**src/rtl/fc_argmax_classifier_if.sv**
```systemverilog
// Logit-in / result-out bundle for the argmax classifier.
// master = upstream/consumer side, slave = classifier. Macro CLASSIFIER_MARGIN_EN adds margin.
interface fc_argmax_classifier_if #(
   parameter int N_CLASS = 10,
   parameter int DATA_W  = 16,
   parameter int IDX_W   = 4
);
   logic [N_CLASS:1][DATA_W-1:0] in_feature;
   logic                         capture;
   logic                         result_ready;
   logic [IDX_W-1:0]             class_id;
   logic signed [DATA_W-1:0]     max_value;
   logic                         result_valid;
   logic                         busy;
   logic                         overrun;
`ifdef CLASSIFIER_MARGIN_EN
   logic [DATA_W-1:0]            margin;

   modport master (output in_feature, capture, result_ready,
                   input  class_id, max_value, result_valid, busy, overrun, margin);
   modport slave  (input  in_feature, capture, result_ready,
                   output class_id, max_value, result_valid, busy, overrun, margin);
`else
   modport master (output in_feature, capture, result_ready,
                   input  class_id, max_value, result_valid, busy, overrun);
   modport slave  (input  in_feature, capture, result_ready,
                   output class_id, max_value, result_valid, busy, overrun);
`endif
endinterface

```
**src/rtl/fc_argmax_classifier.sv**
```systemverilog
// Captures N_CLASS logits, scans them one per cycle and holds the argmax under valid/ready.
// Optional CLASSIFIER_MARGIN_EN tracks the runner-up and reports best minus second-best.
module fc_argmax_classifier #(
   parameter int N_CLASS = 10,
   parameter int DATA_W  = 16,
   parameter int IDX_W   = 4
) (
   input logic                 clk,
   input logic                 n_reset,
   fc_argmax_classifier_if.slave bus
);
   // Scan index must reach N_CLASS itself, which can need one more bit than class_id.
   localparam int AW = $clog2(N_CLASS + 1);

   typedef logic signed [DATA_W-1:0] data_t;
   typedef enum logic [1:0] {IDLE, SCAN, DONE} state_t;

   state_t                        state;
   logic [N_CLASS:1][DATA_W-1:0]  buf_q;
   logic [AW-1:0]                 idx_q;
   logic [AW-1:0]                 best_idx;
   data_t                         best_val;
   data_t                         cur_val;
   data_t                         nxt_val;
   logic [AW-1:0]                 nxt_idx;
   logic                          gt;
   logic                          take;
   logic                          last;

   logic [IDX_W-1:0]              class_q;
   data_t                         max_q;
   logic                          valid_q;
   logic                          busy_q;
   logic                          overrun_q;

   assign cur_val = data_t'(buf_q[idx_q]);
   assign gt      = cur_val > best_val;
   assign nxt_val = gt ? cur_val : best_val;
   assign nxt_idx = gt ? idx_q : best_idx;
   assign take    = bus.capture && (state != SCAN);
   assign last    = (idx_q == AW'(N_CLASS));

`ifdef CLASSIFIER_MARGIN_EN
   data_t             second_val;
   data_t             nxt_second;
   logic [DATA_W-1:0] margin_q;

   assign nxt_second = gt ? best_val : ((cur_val > second_val) ? cur_val : second_val);

   // best >= second always, so the true difference fits DATA_W unsigned and the
   // wrapped DATA_W-bit subtraction is exact.
   always_ff @(posedge clk) begin
      if (!n_reset) begin
         second_val <= '0;
         margin_q   <= '0;
      end else if (take) begin
         second_val <= data_t'({1'b1, {(DATA_W-1){1'b0}}});
      end else if (state == SCAN) begin
         second_val <= nxt_second;
         if (last) margin_q <= DATA_W'(nxt_val - nxt_second);
      end
   end

   assign bus.margin = margin_q;
`endif

   always_ff @(posedge clk) begin
      if (!n_reset) begin
         state     <= IDLE;
         buf_q     <= '0;
         idx_q     <= '0;
         best_idx  <= '0;
         best_val  <= '0;
         class_q   <= '0;
         max_q     <= '0;
         valid_q   <= 1'b0;
         busy_q    <= 1'b0;
         overrun_q <= 1'b0;
      end else begin
         if (state == SCAN && bus.capture) overrun_q <= 1'b1;
         case (state)
            IDLE, DONE: begin
               if (take) begin
                  // Old result in DONE is dropped; capture beats result_ready.
                  buf_q    <= bus.in_feature;
                  best_val <= data_t'(bus.in_feature[1]);
                  best_idx <= AW'(1);
                  idx_q    <= AW'(2);
                  state    <= SCAN;
                  busy_q   <= 1'b1;
                  valid_q  <= 1'b0;
               end else if (state == DONE && bus.result_ready) begin
                  state   <= IDLE;
                  valid_q <= 1'b0;
               end
            end
            SCAN: begin
               best_val <= nxt_val;
               best_idx <= nxt_idx;
               if (last) begin
                  state   <= DONE;
                  busy_q  <= 1'b0;
                  valid_q <= 1'b1;
                  class_q <= IDX_W'(nxt_idx - AW'(1));
                  max_q   <= nxt_val;
               end else begin
                  idx_q <= idx_q + AW'(1);
               end
            end
            default: begin
               state   <= IDLE;
               busy_q  <= 1'b0;
               valid_q <= 1'b0;
            end
         endcase
      end
   end

   assign bus.class_id     = class_q;
   assign bus.max_value    = max_q;
   assign bus.result_valid = valid_q;
   assign bus.busy         = busy_q;
   assign bus.overrun      = overrun_q;

endmodule

```
**src/flat_wrapper.sv**
```systemverilog
// flat-port wrapper written by rule: the top's interface ports become plain ports
module fc_argmax_classifier_flat 
#(
   parameter int N_CLASS = 10,
   parameter int DATA_W  = 16,
   parameter int IDX_W   = 4
)
  (clk, n_reset, bus_in_feature, bus_capture, bus_result_ready, bus_class_id, bus_max_value, bus_result_valid, bus_busy, bus_overrun);
  fc_argmax_classifier_if #(.N_CLASS(N_CLASS), .DATA_W(DATA_W), .IDX_W(IDX_W)) bus_i ();
  input logic clk;
  input logic n_reset;
  input wire logic [$bits(bus_i.in_feature)-1:0] bus_in_feature;
  input wire logic [$bits(bus_i.capture)-1:0] bus_capture;
  input wire logic [$bits(bus_i.result_ready)-1:0] bus_result_ready;
  output wire logic [$bits(bus_i.class_id)-1:0] bus_class_id;
  output wire logic [$bits(bus_i.max_value)-1:0] bus_max_value;
  output wire logic [$bits(bus_i.result_valid)-1:0] bus_result_valid;
  output wire logic [$bits(bus_i.busy)-1:0] bus_busy;
  output wire logic [$bits(bus_i.overrun)-1:0] bus_overrun;
  assign bus_i.in_feature = bus_in_feature;
  assign bus_i.capture = bus_capture;
  assign bus_i.result_ready = bus_result_ready;
  assign bus_class_id = bus_i.class_id;
  assign bus_max_value = bus_i.max_value;
  assign bus_result_valid = bus_i.result_valid;
  assign bus_busy = bus_i.busy;
  assign bus_overrun = bus_i.overrun;
  fc_argmax_classifier #(.N_CLASS(N_CLASS), .DATA_W(DATA_W), .IDX_W(IDX_W)) u_core (.clk(clk), .n_reset(n_reset), .bus(bus_i));
endmodule
```
**config.mk**
```make
export PLATFORM = sky130hd
export DESIGN_NAME = fc_argmax_classifier_flat
export DESIGN_NICKNAME = d
export VERILOG_FILES = /design/src/rtl/fc_argmax_classifier_if.sv /design/src/rtl/fc_argmax_classifier.sv /design/src/flat_wrapper.sv
export SDC_FILE = /design/constraint.sdc
export NUM_CORES = 1
export LEC_CHECK = 0
export ABC_AREA = 1
export ABC_CLOCK_PERIOD_IN_PS = 3950
export BUFFER_PORTS_ARGS = -buffer_cell sky130_fd_sc_hd__buf_2
export CORE_ASPECT_RATIO = 0.9
export CORE_UTILIZATION = 40
export CTS_CLUSTER_DIAMETER = 30
export DETAILED_ROUTE_END_ITERATION = 10
export SYNTH_ARGS = -nofsm -noshare
export SYNTH_HDL_FRONTEND = slang
export SYNTH_SLANG_ARGS = --single-unit
```
**constraint.sdc**
```tcl
create_clock -name clk -period 3.95 [get_ports clk]
set_input_delay 0.1975 -clock clk [delete_from_list [all_inputs] [get_ports clk]]
set_output_delay 0.1975 -clock clk [all_outputs]
set_load 0.02 [all_outputs]
```
# Word level (Yosys, flattened, before mapping)
# Cells that the tools add are included.
dict set report op_classes {
  n_addsub 2
  reduce_logical 12
  mux 22
  eq_ne 8
  order_cmp 2
}
# operator n
set ops {}
lappend ops {{16-bit binary-select mux with 4-bit select} 1}
lappend ops {{16-bit two-way mux} 3}
lappend ops {{16-bit one-hot mux with 2 select lines} 1}
lappend ops {{16-bit greater-than comparator} 1}
lappend ops {{4-bit two-way mux} 4}
lappend ops {{4-bit one-hot mux with 2 select lines} 2}
lappend ops {{2-bit AND reduction} 5}
lappend ops {{2-bit two-way mux} 3}
lappend ops {{2-bit by 1-bit != test with 1-bit output (second input constant)} 3}
lappend ops {{4-bit by 5-bit less-than comparator with 1-bit output (second input constant)} 1}
lappend ops {{1-bit two-way mux} 5}
lappend ops {{4-bit by 1-bit adder with 4-bit output (second input constant)} 1}
lappend ops {{4-bit == test (second input constant)} 1}
lappend ops {{1-bit one-hot mux with 2 select lines} 2}
lappend ops {{2-bit one-hot mux with 2 select lines} 1}
lappend ops {{4-bit by 1-bit subtractor with 4-bit output (second input constant)} 1}
lappend ops {{1-bit logical AND} 3}
lappend ops {{3-bit by 1-bit != test with 1-bit output (second input constant)} 1}
lappend ops {{3-bit AND reduction} 1}
lappend ops {{2-bit by 1-bit == test with 1-bit output (second input constant)} 1}
lappend ops {{2-bit == test (second input constant)} 1}
lappend ops {{2-bit zero test} 1}
lappend ops {{2-bit != test (second input constant)} 1}
lappend ops {{2-bit nonzero test} 1}
lappend ops {{2-bit OR reduction} 1}
dict set report word_totals {
  wordCells 65
  inputBits 164
  reg_bits 209
  out_inout_bits 23
}

# Longest topological paths before layout
# Gate-level depths: netlist of run 1.
dict set report depth {
  ltp_word 5
  ltp_mapped 27
  depth_no_buf 26
}

# Worst setup path before layout of run 1
# No wires, ideal clock.
dict set report synth_timing {
  kind {register to register}
  from {reg u_core.idx_q[1]}
  to {reg u_core.class_q[2], in the netlist u_core.bus.class_id[2]}
  synth_period_minus_slack_ns 2.843
  path_slack_ns 1.107
  arrival_ns 2.730
  stages_incl_launch_ff 23
  path_buffers 2
  setup_ns 0.113
  required_time_ns 3.837
  cell_sequence {dfxtp_1 -> buf_4 -> nand2_2 -> inv_2 -> buf_4 -> a22oi_1 -> o211ai_1 -> nand3_1 -> o21ai_1 -> ha_1 -> a21oi_1 -> nand2_1 -> a21oi_2 -> nand2_1 -> nand2_2 -> nand3_4 -> nand2_1 -> nand2_1 -> ha_1 -> nand2_1 -> nand2_1 -> o21ai_1 -> inv_1}
}
dict set report synth_via {
  elab_chain_len 5
  word_cells_on_any_way 7
  cone_classes {add/sub: 1; order compare: 1; eq/ne: 1; mux: 3; reduce/logical: 1}
}
# item line_no
set synth_rtl {}
lappend synth_rtl {{start, declared} fc_argmax_classifier.sv:20} ;# logic [AW-1:0] idx_q;
lappend synth_rtl {{start signal, assigned} fc_argmax_classifier.sv:107} ;# idx_q <= idx_q + AW'(1);
lappend synth_rtl {{16-bit binary-select mux with 4-bit select} fc_argmax_classifier.sv:36} ;# assign cur_val = data_t'(buf_q[idx_q]);
lappend synth_rtl {{16-bit two-way mux (implied by the code)} fc_argmax_classifier.sv:36}
lappend synth_rtl {{16-bit greater-than comparator} fc_argmax_classifier.sv:37} ;# assign gt = cur_val > best_val;
lappend synth_rtl {{4-bit two-way mux} fc_argmax_classifier.sv:39} ;# assign nxt_idx = gt ? idx_q : best_idx;
lappend synth_rtl {{4-bit by 1-bit subtractor with 4-bit output} fc_argmax_classifier.sv:104} ;# class_q <= IDX_W'(nxt_idx - AW'(1));
lappend synth_rtl {{end signal, assigned} fc_argmax_classifier.sv:104}
lappend synth_rtl {{end, declared} fc_argmax_classifier.sv:30} ;# logic [IDX_W-1:0] class_q;
# Parallel ways exist; a longest one is shown, timed or not. The select of a mux whose other input is x is not followed.
# A chain may end at the register's enable or synchronous reset.

# Worst setup path after layout of run 1
dict set report layout_timing {
  from {reg u_core.idx_q[0]}
  to {reg u_core.best_val[3]}
}
dict set report layout_via {
  elab_chain_len 5
}
# item line_no
set layout_rtl {}
lappend layout_rtl {{16-bit binary-select mux with 4-bit select (*)} fc_argmax_classifier.sv:36}
lappend layout_rtl {{16-bit two-way mux (implied by the code) (*)} fc_argmax_classifier.sv:36}
lappend layout_rtl {{16-bit greater-than comparator} fc_argmax_classifier.sv:37}
lappend layout_rtl {{16-bit two-way mux (*)} fc_argmax_classifier.sv:38} ;# assign nxt_val = gt ? cur_val : best_val;
lappend layout_rtl {{16-bit one-hot mux with 2 select lines (*)} fc_argmax_classifier.sv:81} ;# case (state)
lappend layout_rtl {{end signal, assigned} fc_argmax_classifier.sv:86} ;# best_val <= data_t'(bus.in_feature[1]);
lappend layout_rtl {{end signal, assigned} fc_argmax_classifier.sv:98} ;# best_val <= nxt_val;
lappend layout_rtl {{end, declared} fc_argmax_classifier.sv:22} ;# data_t best_val;
# Every way passes the cells marked *; elsewhere a longest branch is shown, timed or not. The select of a mux whose other input is x is not followed.

==> results of run 1 <==
final timing paths:
kind	startpoint	endpoint	slack (ps)
min	bus_in_feature[3]	u_core.buf_q[3]	30
max	u_core.idx_q[0]	u_core.best_val[3]	300
max reg2reg	u_core.idx_q[0]	u_core.best_val[3]	300
min reg2reg	u_core.best_idx[1]	u_core.best_idx[1]	470
cell type report:
class	instances	area (um2)	share of cell area, %
multi-input combinational	941	4510	33.3
clock inverter	23	390	2.88
timing repair buffer	350	2570	19.0
inverter	76	293	2.16
tap	297	372	2.74
sequential	208	4170	30.7
clock buffer	58	1250	9.26
flip-flops by register name, summed over array words and instances, names as in the netlist:
signal / count
u_core.bus.class_id: 4
u_core.bus.overrun: 1
u_core.best_val: 16
u_core.state: 2
u_core.bus.busy: 1
u_core.buf_q: 160
u_core.idx_q: 4
u_core.best_idx: 4
u_core.bus.max_value: 16
power breakdown:
group          internal [mW]  switching [mW]
clock network           2.82            1.18
registers               2.27          0.0984
logic                  0.462           0.735
cells in the final DEF, fill, tap and decap left out, types with 4 or more instances in the layout:
master / netlist / routed
a21oi_1: 24 / 24
a22oi_1: 8 / 8
a2bb2oi_1: 13 / 13
a31oi_1: 15 / 15
buf_2: 13 / 185
buf_4: 4 / 15
bufinv_16: 0 / 9
clkbuf_1: 66 / 5
clkbuf_16: 0 / 45
clkbuf_8: 0 / 8
clkinv_2: 0 / 7
clkinvlp_4: 0 / 4
dfxtp_1: 208 / 207
dlygate4sd3_1: 0 / 147
ha_1: 19 / 19
inv_1: 65 / 65
inv_2: 10 / 7
nand2_1: 160 / 160
nand2_2: 10 / 10
nand3_1: 25 / 25
nand4_1: 18 / 18
nor2_1: 371 / 371
o2111ai_1: 9 / 8
o211ai_1: 13 / 13
o21ai_0: 183 / 183
o21ai_1: 32 / 32
o21ai_2: 14 / 14
o22ai_1: 11 / 11
cell families after synthesis:
group | after synthesis | synth area share [%]
AND/OR/NAND/NOR | 594 | 25.5
flip-flops | 208 | 44.6
buffers and inverters | 165 | 7.29
AO/OA/AOI/OAI | 328 | 20.1
adder cells (fa/ha/maj) | 19 | 2.54
tightest hold or removal path, cell delays in order:
cell	delay, ps
buf_2	100
nand2_1	110
o22ai_1	80
through the flow:
| stage | utilization [%] | cell area [um2] | setup slack, ps | hold WS (ps) |
|---|---|---|---|---|
| finish | 59.7 | 13600 | 295 | 25.2 |
| detailed placement | 45.9 | 10400 | 235 | 426 |
| global route | 59.7 | 13600 | 54.1 | 27.6 |
| global placement | 45.9 | 10400 | 329 | 421 |
| CTS | 59.6 | 13500 | 205 | 7.60 |
| floorplan | - | 9340 | 1110 | 325 |
per-layer routing:
layer / routed length [um] / vias up / share of wire [%] / global-route usage, %
li1: - / 4968 / - / -
met1: 14700 / 4638 / 44 / 37.4
met2: 15100 / 384 / 46 / 44.1
met3: 2340 / 76 / 7.1 / 4.52
met4: 936 / 0 / 2.8 / 10.3
met5: 0 / - / 0 / 0
what timing repair did:
action / CTS / global route
endpoints found under the setup margin: 0 / 28
endpoints found under the hold margin: 148 / 0
hold buffers: 147 / 0
gates resized for setup: 0 / 6
==> results.toml, run 1 <==
[critical_path]
critPathMaxFanout = 24
cpMostUsedCell = "nand2_1"
crit_family = "compound AO/OA/AOI/OAI gates"
crit_path_end_kind = "flip-flop"
worstRegToRegCells = 22
cpPeakStageDelay_ps = 420
crit_path_start_kind = "flip-flop"
critPathKind = "reg2reg"
cp_slowest_cell = "dfxtp_2"
cp.depth = 22
path_buf_inv = 4
path_cells = "buf_4, nor2_4, buf_4, a22oi_1, o211ai_1, nand3_1, o21ai_1, ha_1, a21oi_1, nor2_1, nor2_1, nand2_1, nand2_1, nand2_1, nand2_2, nand3_4, inv_2, buf_12, nand2_1, o21ai_2, nand2_1, a31oi_1"
crit_required_ps = 4370
arrival_ps = 4070

[synth]
synth_nets = 1497
synth.distinct_cells = 39
synth_most_common_cell = "nor2_1"
synthArstFlopShare_pct = 0
synth-edff-count = 0
yosys_register_bits = 208
yosysWarnings = 0
synth_top_area_share_pct = 44.6
synth_common_cells = "nor2_1 (371), dfxtp_1 (208), o21ai_0 (183), nand2_1 (160), clkbuf_1 (66)"
yosys_most_used_dff = "dfxtp_1"
synth_cells = 1314
avgSynthCellArea_um2 = 7.11
synth_area_leader_cell = "dfxtp_1"
netlist_top_cells_area = "dfxtp_1 (45%), nor2_1 (15%), o21ai_0 (9.8%)"
ys_seq_area_share_pct = 44.6
synth_area_um2 = 9340

[route]
drt-initial-drc-count = 910
route.vias.total = 10066
post-route-drc-count = 0
wire_per_inst_um = 16.9
dr.pass1.iters = 5
ant_nets = 0
vias_per_cell = 5.15
routed_wl_um = 33100

[pwr]
power.density_nw_per_um2 = 558
p_total_mw = 7.56
peakVddDrop_mv = 0.251
p_leak_nw = 6.11

[sta]
hold_viol_final = 0
slew_headroom_pct = 35.9
finalCritPeriodShare_pct = 92.5
fin_crit_ps = 3650
maxSlewViolCount = 0
fmax_ghz = 0.274
clock_skew_ps = 22.7
setup_viol = 0
rsz0062_at_grt = "false"
finalSetupTns_ps = 0
worstMarginPinSlew_ps = 960

[floorplan]
die_w_um = 163
initial_core_util_pct = 41.1
rows = 52
core_um2 = 22700
io-pin-count = 187
chipHeight_um = 147
dieArea_um2 = 24000

[global_routing]
gr-total-overflow = 0
grt.total_usage_pct = 27.6
grt_antenna_before_repair = 0
grt_pass1_wl_um = 51800
grt_max_degree = 115
grt_pass1_vias = 9981

[cts]
cts_buffers = 44
clock_latency_ps = 530
cts_root_buf = "clkbuf_16"
h-tree-depth = 2
cts_buffer_depth = 3
cts_setup_buffers = 0
path_clk_slew_ps = 50
cts_num_sinks = 208
cts_tree = "yes"

[layout]
fin_nets = 1804
fillerInstances = 2024
drive_gt1_share_pct = 19.4
syn_to_final_growth_pct = 45.1
diodes = 0
finish.cell_count_without_fillers = 1953

[worst_hold_path]
holdPathStages = 3
min-delay-path-class = "in2reg"

[run]
maxCapViolations = 0

[place]
dp.final_hpwl_um = 21200
routabilityCongestion = 0.934
dp.cells = 1725
port_buffers = 186

[outcome]
outcome = "finished, final reports clean"
(Power assumes the default switching activity.)
==> inputs of run 2 (changes only) <==
--- a/config.mk
+++ b/config.mk
@@ -6,12 +6,13 @@
 export NUM_CORES = 1
 export LEC_CHECK = 0
 export ABC_AREA = 1
-export ABC_CLOCK_PERIOD_IN_PS = 3950
+export ABC_CLOCK_PERIOD_IN_PS = 4200
 export BUFFER_PORTS_ARGS = -buffer_cell sky130_fd_sc_hd__buf_2
 export CORE_ASPECT_RATIO = 0.9
 export CORE_UTILIZATION = 40
 export CTS_CLUSTER_DIAMETER = 30
 export DETAILED_ROUTE_END_ITERATION = 10
+export PLACE_DENSITY = 0.61
 export SYNTH_ARGS = -nofsm -noshare
 export SYNTH_HDL_FRONTEND = slang
 export SYNTH_SLANG_ARGS = --single-unit
==> constraint.sdc (replaced) <==
create_clock -name clk -period 4.2 [get_ports clk]
set_input_delay 0.21 -clock clk [delete_from_list [all_inputs] [get_ports clk]]
set_output_delay 0.21 -clock clk [all_outputs]
set_load 0.02 [all_outputs]
==> run 2 against run 1 <==
Non-clock buffer count grew 2. Clock-buffer cell count fell by 6. Worst setup slack improved by 260 ps. Combinational power decreased by 7%. Utilization is 0.93 points lower. Critical endpoint is now u_core.bus.class_id[2]. Sequential power decreased by 6%. Final cell count decreased by 0.31%.
==> results.toml, run 2 (same netlist as run 1, synthesis figures left out) <==
[outcome]
outcome = "finished, final reports clean"

[place]
routabilityCongestion = 0.886
dp_slack_ps = 648
dp.final_hpwl_um = 20700
port_buffers = 186

[global_routing]
grt_pass1_wl_um = 50300
gr-total-overflow = 0
grt_pass1_vias = 9658
grt.total_usage_pct = 26.8
grt_antenna_before_repair = 0
grt_max_degree = 113

[sta]
rsz0062_at_grt = "false"
hold_viol_final = 0
maxSlewViolCount = 0
finalCritPeriodShare_pct = 86.9
slew_headroom_pct = 33.0
finalSetupTns_ps = 0
setup_viol = 0
fin_crit_ps = 3650
worstMarginPinSlew_ps = 1000
timing.final.ws_setup_ps = 552
fmax_ghz = 0.274
clock_skew_ps = 16.7

[layout]
syn_to_final_growth_pct = 42.8
final_cell_mix = "nor2_1 (371), dfxtp_1 (208), buf_2 (185)"
fin_nets = 1803
layout_commonest_cell = "nor2_1"
top_register = "u_core.buf_q"
fillerInstances = 2054
diodes = 0
largest_reg_flops = 160
drive_gt1_share_pct = 19.0

[critical_path]
cpMostUsedCell = "nand2_1"
crit_family = "simple AND/OR/NAND/NOR gates"
cpPeakStageDelay_ps = 480
critPathKind = "reg2reg"
path_buf_inv = 5
cp_slowest_cell = "dfxtp_1"
crit_path_end_kind = "flip-flop"
arrival_ps = 4050
crit_path_start_kind = "flip-flop"
critPathMaxFanout = 22
crit_required_ps = 4600

[floorplan]
core_um2 = 22700
initial_core_util_pct = 41.1
chipHeight_um = 147
io-pin-count = 187
dieArea_um2 = 24000
rows = 52
die_w_um = 163

[route]
route.vias.total = 10176
vias_per_cell = 5.23
post-route-drc-count = 0
dr.pass1.iters = 5
wire_per_inst_um = 16.5
drt-initial-drc-count = 920
ant_nets = 0
routed_wl_um = 32200

[cts]
ctsResizeCount = 0
cts_root_buf = "clkbuf_16"
cts_tree = "yes"
cts_buffers = 41
path_clk_slew_ps = 50
h-tree-depth = 2
cts_buffer_depth = 3
cts_num_sinks = 208
clock_latency_ps = 520

[pwr]
peakVddDrop_mv = 0.294
p_leak_nw = 6.02
p_total_mw = 6.74
power.density_nw_per_um2 = 505

[worst_hold_path]
min-delay-path-class = "in2reg"

[run]
maxCapViolations = 0
==> run 2: per-layer routing <==
| layer | track usage [%] | up-vias | part of all wire (%) |
|---|---|---|---|
| li1 | - | 4957 | - |
| met1 | 35.2 | 4742 | 43 |
| met2 | 43.4 | 395 | 47 |
| met3 | 5.36 | 82 | 7.6 |
| met4 | 9.67 | 0 | 2.8 |
| met5 | 0 | - | 0 |
==> run 2: path summary, 6_finish.rpt <==
kind / from / to / slack [ps] / cells after the start
max reg2reg: u_core.idx_q[0] / u_core.bus.class_id[2] / 550 / 25
min reg2reg: u_core.best_idx[2] / u_core.best_idx[2] / 470 / 2
min: bus_in_feature[3] / u_core.buf_q[3] / 20 / 3
max: u_core.idx_q[0] / u_core.bus.class_id[2] / 550 / 25
==> run 2: report_power, final <==
group          internal [mW]  switching, mW
logic                  0.434          0.680
clock network           2.36           1.05
registers               2.13         0.0874
total                   4.92           1.82
==> run 2: layout make-up <==
type	instances	area, um2	area share [%]
multi-input combinational	941	4500	33.7
sequential	208	4160	31.2
timing repair buffer	352	2560	19.2
clock buffer	52	1150	8.62
tap	297	372	2.79
clock inverter	21	307	2.30
inverter	76	288	2.16
==> run 2: through the flow <==
step | cells | area (um2) | utilization (%) | hold slack, ps
after floorplan | 1314 | 9340 | - | 338
after global placement | 1727 | 10400 | 45.9 | 435
after detailed placement | 1727 | 10400 | 45.9 | 437
after CTS | 1947 | 13300 | 58.8 | 7.23
after global routing | 1947 | 13300 | 58.8 | 44.6
final | 1947 | 13300 | 58.8 | 16.5
==> run 2: worst min-delay path: cells and delay by family <==
kind | cells | cell delay, ps
buffers and inverters | 1 | 100
AOI/OAI and AO/OA | 1 | 80
and+or+nand+nor | 1 | 90
==> run 2: timing repair <==
item / CTS / global route
setup buffers: 0 / 0
hold buffers: 147 / 0
hold endpoints to repair: 147 / 0
==> inputs of run 3 (changes only) <==
--- a/config.mk
+++ b/config.mk
@@ -7,7 +7,7 @@
 export LEC_CHECK = 0
 export ABC_AREA = 1
 export ABC_CLOCK_PERIOD_IN_PS = 4200
-export BUFFER_PORTS_ARGS = -buffer_cell sky130_fd_sc_hd__buf_2
+export BUFFER_PORTS_ARGS = -buffer_cell sky130_fd_sc_hd__buf_4
 export CORE_ASPECT_RATIO = 0.9
 export CORE_UTILIZATION = 40
 export CTS_CLUSTER_DIAMETER = 30
==> run 3 against run 2 <==
Critical path depth down 6. Critical endpoint is now u_core.best_val[5]. Combinational power up 5%. Hold slack better by 14 ps. Clock power about the same.
==> results.toml, run 3 (same netlist as run 1, synthesis figures left out) <==
[global_routing]
grt_pass1_wl_um = 50800
gr-total-overflow = 0
grt_max_degree = 100
grt_pass1_vias = 9547
grt.total_usage_pct = 27.2
grt_antenna_before_repair = 0

[cts]
cts_buffers = 42
path_clk_slew_ps = 50
cts_num_sinks = 208
clock_latency_ps = 530
ctsResizeCount = 0
cts_root_buf = "clkbuf_16"
holdBufCountCts = 147
h-tree-depth = 2
cts_setup_buffers = 0
cts_tree = "yes"
cts_buffer_depth = 3

[sta]
worstMarginPinSlew_ps = 964
finalSetupTns_ps = 0
clock_skew_ps = 19.5
finalCritPeriodShare_pct = 91.3
rsz0062_at_grt = "false"
fmax_ghz = 0.261
setup_viol = 0
maxSlewViolCount = 0
fin_crit_ps = 3840
hold_viol_final = 0
slew_headroom_pct = 35.6

[place]
placed_cell_area_um2 = 10900
port_buffers = 186
dp.final_hpwl_um = 21400
routabilityCongestion = 0.914

[floorplan]
die_w_um = 163
chipHeight_um = 147
dieArea_um2 = 24000
io-pin-count = 187
rows = 52
initial_core_util_pct = 41.1
core_um2 = 22700

[run]
maxCapViolations = 0

[route]
vias_per_cell = 5.15
route.vias.total = 10055
ant_nets = 0
post-route-drc-count = 0
dr.pass1.iters = 5
routed_wl_um = 32900
drt-initial-drc-count = 944
wire_per_inst_um = 16.8

[critical_path]
cpMostUsedCell = "nand2_1"
path_cells = "nand2_1, inv_1, nand2_1, nand4_1, nand3_1, o21ai_1, ha_1, nand2_2, o21ai_1, a21oi_2, nand2_1, nand2_2, nand3_4, inv_2, buf_12, nand2_1, o21ai_2, nand2_1, a31oi_1"
cp_slowest_cell = "dfxtp_1"
critPathKind = "reg2reg"
path_buf_inv = 3
crit_required_ps = 4620
cp.depth = 19
cpPeakStageDelay_ps = 560
arrival_ps = 4250
worstRegToRegCells = 19
regToRegStartpoint = "u_core.idx_q[0]"
crit_family = "simple AND/OR/NAND/NOR gates"
reg2reg_to = "u_core.best_val[5]"
crit_path_start_kind = "flip-flop"
crit_start = "u_core.idx_q[0]"
critPathMaxFanout = 16
regToRegSetupSlack_ps = 360
cp-endpoint = "u_core.best_val[5]"
crit_path_end_kind = "flip-flop"

[layout]
drive_gt1_share_pct = 19.6
layout_commonest_cell = "nor2_1"
top_register = "u_core.buf_q"
fillerInstances = 2024
finish.instance_area_um2 = 13800
final_cell_mix = "nor2_1 (371), dfxtp_1 (208), buf_4 (205)"
largest_reg_flops = 160
fin_nets = 1805
diodes = 0
fin_util_pct = 60.9
syn_to_final_growth_pct = 48.1

[pwr]
p_total_mw = 6.82
power.density_nw_per_um2 = 493
peakVddDrop_mv = 0.339
p_leak_nw = 6.19

[outcome]
outcome = "finished, final reports clean"

[worst_hold_path]
min-delay-path-class = "in2reg"
run 3: cell types whose count changed in the layout (fill, tap and decap cells not counted), sizes merged:
cell	change
buf	+1
bufinv	-2
clkbuf	-1
clkinv	+2
inv	+5
run 3: tightest hold or removal path, stage by stage:
cell and delay [ps]:
buf_4 110, nand2_1 100, o22ai_1 80
run 3: area by class of cell:
class / count / area (um2) / share of cell area, %
clock buffers: 51 / 1170 / 8.49
well taps: 297 / 372 / 2.69
flip-flops and latches: 208 / 4160 / 30.1
multi-input cells: 941 / 4500 / 32.5
repair buffers: 353 / 3030 / 21.9
inverters: 76 / 288 / 2.08
clock inverters: 26 / 307 / 2.22
run 3: power by group:
part / internal [mW] / switching (mW) / leakage (nW)
Clock: 2.31 / 1.12 / 0.733
Sequential: 2.13 / 0.0914 / 1.72
Combinational: 0.474 / 0.691 / 3.74
Total: 4.91 / 1.90 / 6.19
run 3: how the worst min path moves through the flow:
stage | start | end | slack, ps | depth (start not counted)
after floorplan | bus_in_feature[1] | u_core.buf_q[1] | 340 | 2
after global placement | bus_in_feature[107] | u_core.buf_q[107] | 430 | 3
after detailed placement | bus_in_feature[117] | u_core.buf_q[117] | 430 | 3
after CTS | bus_in_feature[5] | u_core.buf_q[5] | 20 | 3
after global routing | bus_in_feature[3] | u_core.buf_q[3] | 30 | 3
final | bus_in_feature[5] | u_core.buf_q[5] | 30 | 3
run 3: stage by stage:
step / std cells / hold slack (ps) / setup WS (ps)
2_1_floorplan: 1314 / 338 / 1360
3_3_place_gp: 1728 / 433 / 543
3_5_place_dp: 1728 / 435 / 478
4_1_cts: 1952 / 24.1 / 437
5_1_grt: 1952 / 32.3 / 66.4
6_report: 1952 / 30.1 / 364
run 3: layer usage:
| metal | wire length, um | up-vias | GRT usage (%) |
|---|---|---|---|
| met2 | 15100 | 410 | 42.8 |
| met3 | 2540 | 63 | 4.69 |
| li1 | - | 4973 | - |
| met5 | 0 | - | 0 |
| met4 | 766 | 0 | 8.32 |
| met1 | 14500 | 4609 | 37.8 |
